### config.mk
export PLATFORM = sky130hd
export DESIGN_NAME = led_ripple_monitor
export DESIGN_NICKNAME = d
export VERILOG_FILES = /design/src/rtl/led_ripple_monitor.sv
export SDC_FILE = /design/constraint.sdc
export NUM_CORES = 1
export LEC_CHECK = 0
export CORE_ASPECT_RATIO = 0.5
export CORE_MARGIN = 2
export CORE_UTILIZATION = 63
export CTS_CLUSTER_SIZE = 10
export DETAILED_ROUTE_END_ITERATION = 16
export PLACE_DENSITY = 0.86
export RECOVER_POWER = 50
export SLEW_MARGIN = 20
export SYNTH_ARGS = -nofsm -noshare
export SYNTH_HDL_FRONTEND = slang
export SYNTH_SLANG_ARGS = --single-unit
export TNS_END_PERCENT = 5
### constraint.sdc
create_clock -name clk -period 6.8 [get_ports clk]
set_input_delay 1.36 -clock clk [delete_from_list [all_inputs] [get_ports clk]]
set_output_delay 1.36 -clock clk [all_outputs]
set_load 0.02 [all_outputs]
### src/rtl/led_ripple_monitor.sv
// Passive checker for a one-hot rippling LED bus: locks onto the lit LED, validates
// each rotate-left step and its dwell time, counts steps and records the first fault.
module led_ripple_monitor #(
  parameter int unsigned MIN_DWELL = 2,
  parameter int unsigned MAX_DWELL = 1000
) (
  input  logic        clk,
  input  logic        rst_n,
  input  logic [7:0]  led,
  input  logic        clr,
  output logic [2:0]  pos,
  output logic        locked,
  output logic        step,
  output logic [15:0] step_count,
  output logic        err,
  output logic [1:0]  err_code
);

  typedef enum logic [1:0] {IDLE, TRACK, FAULT} state_t;

  localparam logic [1:0] CODE_NONE    = 2'b00;
  localparam logic [1:0] CODE_PATTERN = 2'b01;
  localparam logic [1:0] CODE_FAST    = 2'b10;
  localparam logic [1:0] CODE_STALL   = 2'b11;

  localparam logic [31:0] MIN_DWELL_W = 32'(MIN_DWELL);
  localparam logic [31:0] MAX_DWELL_W = 32'(MAX_DWELL);

  function automatic logic is_onehot(input logic [7:0] v);
    return (v != 8'h00) && ((v & (v - 8'h01)) == 8'h00);
  endfunction

  function automatic logic [2:0] index_of(input logic [7:0] v);
    logic [2:0] idx;
    idx = 3'd0;
    for (int i = 0; i < 8; i++) begin
      if (v[i]) idx = 3'(i);
    end
    return idx;
  endfunction

  function automatic logic [7:0] rotl(input logic [7:0] v);
    return {v[6:0], v[7]};
  endfunction

  state_t      state_q, state_d;
  logic [7:0]  led_q;
  logic [7:0]  prev_q, prev_d;
  logic [31:0] dwell_q, dwell_d;
  logic [2:0]  pos_q, pos_d;
  logic        locked_q, locked_d;
  logic        step_q, step_d;
  logic [15:0] cnt_q, cnt_d;
  logic        err_q, err_d;
  logic [1:0]  code_q, code_d;

  always_comb begin
    state_d  = state_q;
    prev_d   = prev_q;
    dwell_d  = dwell_q;
    pos_d    = pos_q;
    locked_d = locked_q;
    step_d   = 1'b0;
    cnt_d    = cnt_q;
    err_d    = err_q;
    code_d   = code_q;

    // clr takes priority over any step or error detected in the same cycle
    if (clr) begin
      state_d  = IDLE;
      err_d    = 1'b0;
      code_d   = CODE_NONE;
      locked_d = 1'b0;
      dwell_d  = 32'd0;
      cnt_d    = 16'd0;
    end else begin
      unique case (state_q)
        IDLE: begin
          if (is_onehot(led_q)) begin
            prev_d  = led_q;
            pos_d   = index_of(led_q);
            dwell_d = 32'd1;
            state_d = TRACK;
          end
        end
        TRACK: begin
          if (led_q == prev_q) begin
            if (dwell_q == MAX_DWELL_W) begin
              state_d = FAULT;
              err_d   = 1'b1;
              code_d  = CODE_STALL;
            end else begin
              dwell_d = dwell_q + 32'd1;
            end
          end else if (led_q == rotl(prev_q)) begin
            if (dwell_q >= MIN_DWELL_W) begin
              step_d   = 1'b1;
              cnt_d    = cnt_q + 16'd1;
              locked_d = 1'b1;
              prev_d   = led_q;
              pos_d    = index_of(led_q);
              dwell_d  = 32'd1;
            end else begin
              state_d = FAULT;
              err_d   = 1'b1;
              code_d  = CODE_FAST;
            end
          end else begin
            state_d = FAULT;
            err_d   = 1'b1;
            code_d  = CODE_PATTERN;
          end
        end
        FAULT: begin
          state_d = FAULT;
        end
        default: state_d = IDLE;
      endcase
    end
  end

  always_ff @(posedge clk or negedge rst_n) begin
    if (!rst_n) begin
      state_q  <= IDLE;
      led_q    <= 8'h00;
      prev_q   <= 8'h00;
      dwell_q  <= 32'd0;
      pos_q    <= 3'd0;
      locked_q <= 1'b0;
      step_q   <= 1'b0;
      cnt_q    <= 16'd0;
      err_q    <= 1'b0;
      code_q   <= CODE_NONE;
    end else begin
      state_q  <= state_d;
      led_q    <= led;
      prev_q   <= prev_d;
      dwell_q  <= dwell_d;
      pos_q    <= pos_d;
      locked_q <= locked_d;
      step_q   <= step_d;
      cnt_q    <= cnt_d;
      err_q    <= err_d;
      code_q   <= code_d;
    end
  end

  assign pos        = pos_q;
  assign locked     = locked_q;
  assign step       = step_q;
  assign step_count = cnt_q;
  assign err        = err_q;
  assign err_code   = code_q;

endmodule

=== Yosys cells after proc, flatten, opt, wreduce, memory -nomap -nowiden ===
Cells that the tools add are included.

* Input port bits: 11
* Register bits: 74
* Logic and storage cells: 105
* Output and inout port bits: 24

* $lt $le $gt $ge: 1
* Multiplexer cells: 57
* Add/sub/neg operators: 3
* Equal/unequal tests: 18
* Bitwise gates (word level): 2
* Reductions and logical operators: 14

{| class="wikitable"
|+ Operator list
! cell !! number
|-
| 32-bit 2-to-1 mux || 6
|-
| 16-bit 2-to-1 mux || 5
|-
| 32-bit one-hot mux with 2 select lines || 1
|-
| 32-bit by 1-bit adder with 32-bit output, second input constant || 1
|-
| 32-bit by 10-bit equality test with 1-bit output, second input constant || 1
|-
| 32-bit by 2-bit greater-or-equal comparator with 1-bit output, second input constant || 1
|-
| 8-bit 2-to-1 mux || 4
|-
| 3-bit 2-to-1 mux || 10
|-
| 2-bit 2-to-1 mux || 11
|-
| 4-bit != test, second input constant || 5
|-
| 1-bit 2-to-1 mux || 17
|-
| 16-bit by 1-bit adder with 16-bit output, second input constant || 1
|-
| 8-bit equality test || 2
|-
| 8-bit one-hot mux with 2 select lines || 1
|-
| 2-bit != test, second input constant || 5
|-
| 8-bit bitwise AND || 1
|-
| 8-bit zero test || 1
|-
| 2-bit nonzero test || 4
|-
| 8-bit nonzero test || 1
|-
| 8-bit by 1-bit subtractor with 8-bit output, second input constant || 1
|-
| 2-bit one-hot mux with 3 select lines || 1
|-
| 3-bit one-hot mux with 2 select lines || 1
|-
| 3-bit AND reduction || 2
|-
| 6-bit AND reduction || 1
|-
| 11 further kinds || 11
|}

=== Depth between registers and ports, before layout ===
Gate-level depths: netlist of the first run.

* Depth after elaboration: 11
* Gate-level depth with buffers: 10
* Gate-level depth less buffers: 8

=== Worst setup path after synthesis of the first run ===
Ideal clock, no wire load.

* Path type: input to register
* From: input clr
* To: register dwell_q[24]
* Library setup time: 0.082 ns
* Buffers on the path: 2
* Stages: 7
* Required time: 6.718 ns
* Path slack: 3.840 ns
* Arrival time: 2.878 ns
* Path through: clkbuf_1 > nor2_1 > nand3_1 > a2111oi_4 > buf_6 > a41oi_1 > a31oi_1

* Cells in the longest elaborated chain, start to end: 2
* Elaborated cells on any way between the ends: 7
* Classes of those cells: eq/ne: 4; mux: 1; reduce/logical: 2

{| class="wikitable"
|+ RTL lines
! element !! RTL line !! RTL
|-
| start: declaration || 10 || <nowiki>input logic clr,</nowiki>
|-
| 4-bit != test (no line) (tied with other cells) || n/a ||
|-
| 5-bit AND reduction (no line) || n/a ||
|-
| end signal: assignment || 138 || <nowiki>dwell_q <= dwell_d;</nowiki>
|-
| end: declaration || 49 || <nowiki>logic [31:0] dwell_q, dwell_d;</nowiki>
|}

Several ways; a longest one is shown, not always the timed one.
A chain may end at the register's enable or synchronous reset.

==> results.md, run 1 <==
- Hold Slack: 0.5051 ns
- FF+latch count, synth: 74
- Syn Std Cell Area: 0.004275 mm²
- Vias: 3,557
- Status: finished with violations
- Pre-CTS setup slack: 2.616 ns
- Min-Delay Path Class: reg2reg
- CP Launch Type: input pin
- CTS Sinks: 74
- Via density: 6.363
- PortBufs: 34
- Skew final: 0.002976 ns
- Int Power: 0.8683 mW
- Ys async rst share: 100.0%
- CTS tree: yes
- Slew @ Worst Pin: 3.833 ns
- Register area share after synthesis: 43.31%
- VDD IR max: 256.5 µV
- EDFF count, synth: 0
- Crit-path max cell delay: 2.66 ns
- Vias in the first global route: 3,395
- Total Neg Setup Slack: 0 ns
- H-tree Lvls: 3
- Core footprint: 0.006621 mm²
- Die height: 62.25 µm
- Final Setup Violations: 0
- Largest delay share family, worst path: buffers and inverters
- Io pins: 35
- Gr usage total: 28.80%
- Num CTS Buffers: 9
- Unrepaired setup endpoints after global routing: false
- PostCTS Resize Cnt: 0
- Psw: 0.3257 mW
- Number of library cell types mapped by synthesis: 56
- Leak: 1.926 nW
- Ant. Diodes: 0
- Maximum clock path buffer count: 2
- Synth Net Count: 463
- Largest net degree at the start of global routing: 75
- DR pass1 iterations: 5
- Die width: 120.5 µm
- Final Hold Vio Count: 0
- Max_cap viols: 1
- Routed wire per std cell: 17.61 µm
- Slew HR: -155.5%
- First-pass GRT wire length: 16,880 µm
- CP max FO: 74
- Failing checks: max-capacitance violations, max-slew violations
- Placer congestion estimate: 0.8663
- Clock transition at the registers of the reported paths: 0.06 ns
- Worst path required time: 6.37 ns
- Slew Limit Fails: 75
- Initial core utilization: 64.57%
- CTS hold repair buffers: 0
- Worst skew pair latency: 0.34 ns
- Site row count: 21
- Pwr/cell area: 243.7 mW/mm²
- Final Cycle Share: 65.95%
- Final wirelength: 9846 µm
- Worst path cell trace: clkbuf_1
- FMAX: 223.0 MHz
- Synth-to-Final Area Change: 14.60%
- Initial antenna violation count: 0
- Net Sw Frac: 27.28%
- Data arrival time of the worst path: 4.05 ns
- CP Capture Type: async pin
- Critical path type: in2async
- Syn avg cell area: 9.608 µm²
- CP max stage cell: clkbuf_1
- Combinational Power Share: 16.6%
- Share of layout cells above drive strength 1: 11.35%
- DRT iter0 DRCs: 320
- DRC: 0
- Gr ovfl total: 0
- Post-DRT Antenna Nets: 0
- Root Buffer: clkbuf_16
- Layout Nets: 480
- Clock power share: 40.1%
- Post-Syn Instances: 445
- Crit path buffers/inverters: 1
- Ys flop type: dfrtp_1
- Die area: 0.007501 mm²
- Seq pwr share: 43.3%
- Worst Slack Setup Final: 2.315 ns
- Syn. warnings: 0
- DP HPWL: 6310 µm
- Post-CTS Setup Repair Bufs: 0
- Final critical-path required period: 4.485 ns
path summary, 6_finish.rpt:
check,start,endpoint,slack (ns),cells after the start
max,rst_n,dwell_q[12],2.32,1
min,err,err,0.51,1
max reg2reg,led_q[4],pos[2],3.48,6
min reg2reg,err,err,0.51,1
max in group clk,clr,dwell_q[3],2.91,4
min in group asynchronous,rst_n,step_count[6],2.35,1
per-layer routing:
layer  track usage [%]  vias up  wire length (µm)
met1             41.13     1727              4546
met2             41.95      125              4456
met4             10.03        0               183
met5                 0        -                 0
met3             8.732       18               659
li1                  -     1687                 -
cell usage after synthesis, drive strengths merged (7+ instances only):
cell	count	area (µm²)
a21oi	29	148.9
a31oi	27	168.9
a41oi	11	96.34
and3	7	43.79
and4	8	70.07
buf	13	95.08
clkbuf	17	63.81
dfrtp	74	1852
ha	7	87.58
inv	15	56.30
mux2	12	172.7
nand2	41	153.9
nand3	20	100.1
nand4	13	81.33
nor2	33	123.9
nor3	11	60.06
nor4	20	137.6
o21ai	9	45.04
xnor2	18	157.7
xor2	9	78.83
cells in the final DEF (no fill, tap or decap), types with 10 or more instances in the layout:
| cell | instances |
|---|---|
| a21oi_1 | 28 |
| a31oi_1 | 27 |
| a41oi_1 | 11 |
| clkdlybuf4s50_1 | 25 |
| dfrtp_1 | 74 |
| inv_1 | 15 |
| mux2_4 | 10 |
| nand2_1 | 41 |
| nand3_1 | 20 |
| nand4_1 | 13 |
| nor2_1 | 33 |
| nor4_1 | 17 |
| xnor2_1 | 18 |
cell families (layout without fill, tap and decap cells):
family,after synthesis,count (layout),share of synthesized area [%]
muxes,17,17,5.209
xor gates and xnor gates,27,27,5.531
DFF,74,74,43.31
and+or+nand+nor,166,166,20.28
AOI/OAI and AO/OA,108,108,18.35
buffers and inverters,45,67,5.033
adders and majority gates,8,8,2.283
state kept, by name (all words and copies together) (netlist names):
signal / cells
led_q: 8
step_count: 16
state_q: 2
dwell_q: 32
err: 1
err_code: 2
locked: 1
pos: 3
step: 1
prev_q: 8
through the flow:
stage	cell area (µm²)	power [mW]	util, %	std cells
after floorplan	4275	0.6547	-	445
after global placement	4596	0.7072	69.41	543
after detailed placement	4603	0.7153	69.52	543
after CTS	4908	1.201	74.13	559
after global routing	4900	1.238	74.00	559
final	4900	1.194	74.00	559
layout make-up:
cell class                      count  area (µm²)
Multi-Input combinational cell    326        2222
Sequential cell                    74        1852
Fill cell                         457        1722
Timing Repair Buffer               36       349.1
Clock buffer                       10       239.0
Tap cell                           92       115.1
Clock inverter                      6       66.31
Inverter                           15       56.30
power by group through the flow:
stage                     sequential (mW)  clock, mW  combinational (mW)
after floorplan                     0.523          0               0.132
after global placement              0.520          0               0.187
after detailed placement            0.522          0               0.194
after CTS                           0.516      0.486               0.199
after global routing                0.519      0.507               0.212
final                               0.517      0.479               0.198
No activity file was read; power rests on OpenSTA's default activity.
==> run 2: changes to the inputs <==
--- a/config.mk
+++ b/config.mk
@@ -7,10 +7,10 @@
 export LEC_CHECK = 0
 export CORE_ASPECT_RATIO = 0.5
 export CORE_MARGIN = 2
-export CORE_UTILIZATION = 63
+export CORE_UTILIZATION = 58
 export CTS_CLUSTER_SIZE = 10
 export DETAILED_ROUTE_END_ITERATION = 16
-export PLACE_DENSITY = 0.86
+export PLACE_DENSITY = 0.8
 export RECOVER_POWER = 50
 export SLEW_MARGIN = 20
 export SYNTH_ARGS = -nofsm -noshare
==> constraint.sdc (replaced) <==
create_clock -name clk -period 4.3 [get_ports clk]
set_input_delay 0.86 -clock clk [delete_from_list [all_inputs] [get_ports clk]]
set_output_delay 0.86 -clock clk [all_outputs]
set_load 0.02 [all_outputs]
==> run 2 against run 1 <==
  * The flow still finishes with violations (max-capacitance violations, max-slew violations)
  * Clock skew rose by 0.0025 ns
  * Core utilization down 5.4 points
  * Setup slack got worse by 1.1 ns
==> results.md, run 2 (synthesis results as in run 1) <==
- Max_cap viols: 1
- First-pass GRT wire length: 16,150 µm
- Initial core utilization: 59.06%
- Via density: 6.194
- Final Setup Violations: 0
- Root Buffer: clkbuf_16
- DRC: 0
- Largest net degree at the start of global routing: 75
- Die height: 64.71 µm
- DP HPWL: 6177 µm
- Data arrival time of the worst path: 3.27 ns
- Post-DRT Antenna Nets: 0
- Core footprint: 0.007239 mm²
- Layout Nets: 484
- Gr usage total: 24.74%
- Io pins: 35
- Max FFs per register: 32
- GR Util met1: 35.59%
- Dpl cells: 551
- Worst path required time: 4.52 ns
- Final Core Density: 68.56%
- Unrepaired setup endpoints after global routing: false
- VDD IR max: 296.9 µV
- Die width: 125.4 µm
- Biggest register: dwell_q
- CP max stage cell: a211oi_4
- Post-CTS Setup Repair Bufs: 0
- Area of the multi-input gates: 0.002213 mm²
- Pwr/cell area: 397.5 mW/mm²
- Largest delay share family, worst path: compound AO/OA/AOI/OAI gates
- CTS Sinks: 74
- Maximum clock path buffer count: 2
- Tot Pwr: 1.973 mW
- Fin cells: 566
- Met3 Track Usage GR: 7.680%
- Area after DPL: 0.004624 mm²
- Gr ovfl total: 0
- DR pass1 iterations: 5
- Crit path buffers/inverters: 0
- CP Launch Type: flip-flop
- DRT iter0 DRCs: 359
- GRT busiest layer: met2
- Worst Slack Setup Final: 1.254 ns
- Ant. Diodes: 0
- Initial antenna violation count: 0
- Synth-to-Final Area Change: 16.10%
- H-tree Lvls: 3
- Crit-path max cell delay: 0.74 ns
- Final wirelength: 9441 µm
- Total Neg Setup Slack: 0 ns
- CP max FO: 11
- Status: finished with violations
- CP Capture Type: flip-flop
- Slew @ Worst Pin: 1.802 ns
- Pre-CTS setup slack: 1.231 ns
- Num CTS Buffers: 9
- Final Hold Vio Count: 0
- Share of layout cells above drive strength 1: 12.13%
- FMAX: 328.3 MHz
- CTS tree: yes
- Finished Cell Area: 0.004964 mm²
- Final critical-path required period: 3.046 ns
- Vias: 3,506
- Min-Delay Path Class: reg2reg
- Commonest non-fill, non-tap cell in the layout: dfrtp_1
- Leak: 1.983 nW
- Skew final: 0.005518 ns
- Routed wire per std cell: 16.68 µm
- Worst skew pair latency: 0.34 ns
- Hold Slack: 0.5005 ns
- Met2 GRT Util: 36.82%
- PostCTS Resize Cnt: 0
- Slew Limit Fails: 75
- CTS hold repair buffers: 0
- Die area: 0.008116 mm²
- Clock transition at the registers of the reported paths: 0.06 ns
- Fill count: 545
- Slew HR: -20.15%
- Failing checks: max-capacitance violations, max-slew violations
- Vias in the first global route: 3,293
- PortBufs: 34
- Critical path type: reg2reg
- Placer congestion estimate: 0.8682
- Final Cycle Share: 70.84%
- Worst path cell trace: xor2_1, nor4_2, o211ai_2, or2_2, a211oi_4, mux2_2
- Reg area: 0.001852 mm²
- Site row count: 22
- Leading cell types in the layout, fill and taps excluded: dfrtp_1, nand2_1, nor2_1
run 2: cell types whose count changed in the layout (fill, tap and decap cells not counted), sizes merged:
cell	delta
bufinv	+2
clkinvlp	-2
buf	+4
clkinv	-1
clkdlybuf4s50	-3
dlygate4sd3	+3
run 2: metal layers:
metal | routed length [µm] | share of wire [%]
met4 | 44 | 0.47
met5 | 0 | 0
met3 | 624 | 6.6
met1 | 4621 | 49
met2 | 4151 | 44
run 2: power breakdown:
part | total [mW] | switching [mW] | internal [mW] | leakage (nW)
sequential | 0.812 | 0.0590 | 0.753 | 0.992
combinational | 0.302 | 0.147 | 0.155 | 0.827
clock | 0.860 | 0.282 | 0.578 | 0.165
total | 1.97 | 0.488 | 1.49 | 1.98
run 2: cell type report:
class,count,area share (%)
Multi-Input combinational cell,326,44.59
Sequential cell,74,37.31
Timing Repair Buffer,40,7.663
Clock buffer,10,4.815
Tap cell,96,2.420
Clock inverter,5,2.067
Inverter,15,1.134
run 2: worst reg2reg max path, cell delays in order (launching register included):
cell	delay (ns)
dfrtp_1	0.48
xor2_1	0.19
nor4_2	0.41
o211ai_2	0.29
or2_2	0.42
a211oi_4	0.74
mux2_2	0.41
run 2: final timing paths:
check | from | endpoint | slack [ns] | depth (start not counted)
setup reg to reg | led_q[5] | pos[2] | 1.25 | 6
min in group asynchronous | rst_n | step_count[3] | 1.01 | 1
hold reg to reg | locked | locked | 0.50 | 2
max in group asynchronous | rst_n | dwell_q[27] | 2.24 | 1
setup / recovery | led_q[5] | pos[2] | 1.25 | 6
hold / removal | locked | locked | 0.50 | 2
==> run 3: changes to the inputs <==
--- a/config.mk
+++ b/config.mk
@@ -7,10 +7,10 @@
 export LEC_CHECK = 0
 export CORE_ASPECT_RATIO = 0.5
 export CORE_MARGIN = 2
-export CORE_UTILIZATION = 58
+export CORE_UTILIZATION = 53
 export CTS_CLUSTER_SIZE = 10
 export DETAILED_ROUTE_END_ITERATION = 16
-export PLACE_DENSITY = 0.8
+export PLACE_DENSITY = 0.77
 export RECOVER_POWER = 50
 export SLEW_MARGIN = 20
 export SYNTH_ARGS = -nofsm -noshare
==> constraint.sdc (replaced) <==
create_clock -name clk -period 2.8 [get_ports clk]
set_input_delay 0.56 -clock clk [delete_from_list [all_inputs] [get_ports clk]]
set_output_delay 0.56 -clock clk [all_outputs]
set_load 0.02 [all_outputs]
==> run 3 against run 2 <==
  * Register-to-register slack worse by 1.2 ns
  * Critical path depth up 2
  * Non-clock buffer count up 24
  * Power up 51%
  * The run still ends with max-capacitance violations, max-slew violations left
  * Global-route usage down 0.57 points
  * Clock skew about the same
  * Hold slack about the same
  * Via count up 4.5%
  * Clock power up 44%
  * Combinational power up 64%
  * Final cell count up 7.2%
  * Clock-buffer cell count unchanged
==> results.md, run 3 (synthesis results as in run 1) <==
- Vias in the first global route: 3,318
- Pwr/cell area: 576.5 mW/mm²
- Fill count: 606
- Via density: 6.035
- Worst path cell trace: or4_4, o311a_1, o221a_2, a21o_2, buf_4, a211oi_4, buf_6, mux2_2
- CTS tree: yes
- Site row count: 23
- Worst skew pair latency: 0.34 ns
- Pre-CTS setup slack: 0.0009139 ns
- Final Cycle Share: 96.65%
- Max FFs per register: 32
- DRC: 0
- Share of layout cells above drive strength 1: 16.77%
- Unrepaired setup endpoints after global routing: false
- Max_cap viols: 1
- DP HPWL: 6763 µm
- Post-DRT Antenna Nets: 0
- Slew HR: -21.44%
- Failing checks: max-capacitance violations, max-slew violations
- Post-CTS Setup Repair Bufs: 0
- Die width: 131.0 µm
- Worst path required time: 3.02 ns
- CP Capture Type: flip-flop
- Num CTS Buffers: 9
- Layout Nets: 508
- Leading cell types in the layout, fill and taps excluded: dfrtp_1, nand2_1, nor2_1
- Slew Limit Fails: 75
- Leak: 2.106 nW
- Skew final: 0.005817 ns
- Initial core utilization: 54.02%
- Data arrival time of the worst path: 2.93 ns
- Final wirelength: 9981 µm
- CP Launch Type: flip-flop
- Total Neg Setup Slack: 0 ns
- Final critical-path required period: 2.706 ns
- Ant. Diodes: 0
- Initial antenna violation count: 0
- Status: finished with violations
- DR pass1 iterations: 5
- Gr usage total: 24.18%
- Die area: 0.008845 mm²
- Gr ovfl total: 0
- CP max stage cell: or4_4
- Synth-to-Final Area Change: 20.92%
- First-pass GRT wire length: 16,390 µm
- Slew @ Worst Pin: 1.822 ns
- Final Hold Vio Count: 0
- Vias: 3,663
- DRT iter0 DRCs: 325
- Biggest register: dwell_q
- Core footprint: 0.007914 mm²
- Final Setup Violations: 0
- Largest delay share family, worst path: compound AO/OA/AOI/OAI gates
- Maximum clock path buffer count: 2
- Commonest non-fill, non-tap cell in the layout: dfrtp_1
- CP max FO: 11
- Placer congestion estimate: 0.8447
- Largest net degree at the start of global routing: 75
- CTS hold repair buffers: 0
- Io pins: 35
- Min-Delay Path Class: reg2reg
- VDD IR max: 613.3 µV
- Clock transition at the registers of the reported paths: 0.06 ns
- Worst Slack Setup Final: 0.09383 ns
- Critical path type: reg2reg
- Crit-path max cell delay: 0.57 ns
- Crit path buffers/inverters: 2
- Routed wire per std cell: 16.44 µm
- PortBufs: 34
- FMAX: 369.5 MHz
- PostCTS Resize Cnt: 1
- Root Buffer: clkbuf_16
- H-tree Lvls: 3
- CTS Sinks: 74
- Die height: 67.51 µm
-- run 3: stage by stage --
| stage | std cells | area [µm²] | power, mW | utilization [%] | hold WS, ns |
|---|---|---|---|---|---|
| after global placement | 591 | 4837 | 1.744 | 61.12 | 0.4880 |
| final | 607 | 5170 | 2.981 | 65.33 | 0.5005 |
| after global routing | 607 | 5170 | 3.087 | 65.33 | 0.5272 |
| after CTS | 607 | 5164 | 3.003 | 65.25 | 0.4042 |
| after floorplan | 445 | 4275 | 1.590 | - | 0.2644 |
| after detailed placement | 591 | 4837 | 1.761 | 61.12 | 0.4945 |
-- run 3: path summary, 6_finish.rpt --
kind	start	end	slack, ns	cells after the start
max	led_q[2]	pos[2]	0.09	8
min	locked	locked	0.50	2
max reg2reg	led_q[2]	pos[2]	0.09	8
min reg2reg	locked	locked	0.50	2
max in group asynchronous	rst_n	dwell_q[29]	1.01	1
min in group asynchronous	rst_n	step_count[2]	0.72	1
-- run 3: final cells by class --
class	instances	area, µm²	share of cell area, %
timing repair buffer	64	576.8	11.16
multi-input combinational	326	2226	43.05
inverter	15	56.30	1.089
clock buffer	10	239.0	4.622
clock inverter	6	80.08	1.549
sequential	74	1852	35.82
tap	112	140.1	2.711
-- run 3: where the power goes --
part	switching (mW)	internal [mW]	total, mW	leakage [nW]
sequential	0.0941	1.16	1.25	0.992
clock	0.440	0.797	1.24	0.162
combinational	0.237	0.256	0.494	0.952
-- run 3: worst min-delay path, cell delays in order, from the launching register on --
cell     delay (ns)
dfrtp_1        0.34
nor2_1         0.05
nor2_1         0.07
-- run 3: routing by layer --
layer | vias to the layer above | GRT usage [%] | part of all wire (%)
li1 | 1755 | - | -
met1 | 1777 | 34.26 | 48
met4 | 0 | 7.580 | 1.4
met5 | - | 0 | 0
met2 | 115 | 36.53 | 45
met3 | 16 | 6.418 | 5.9
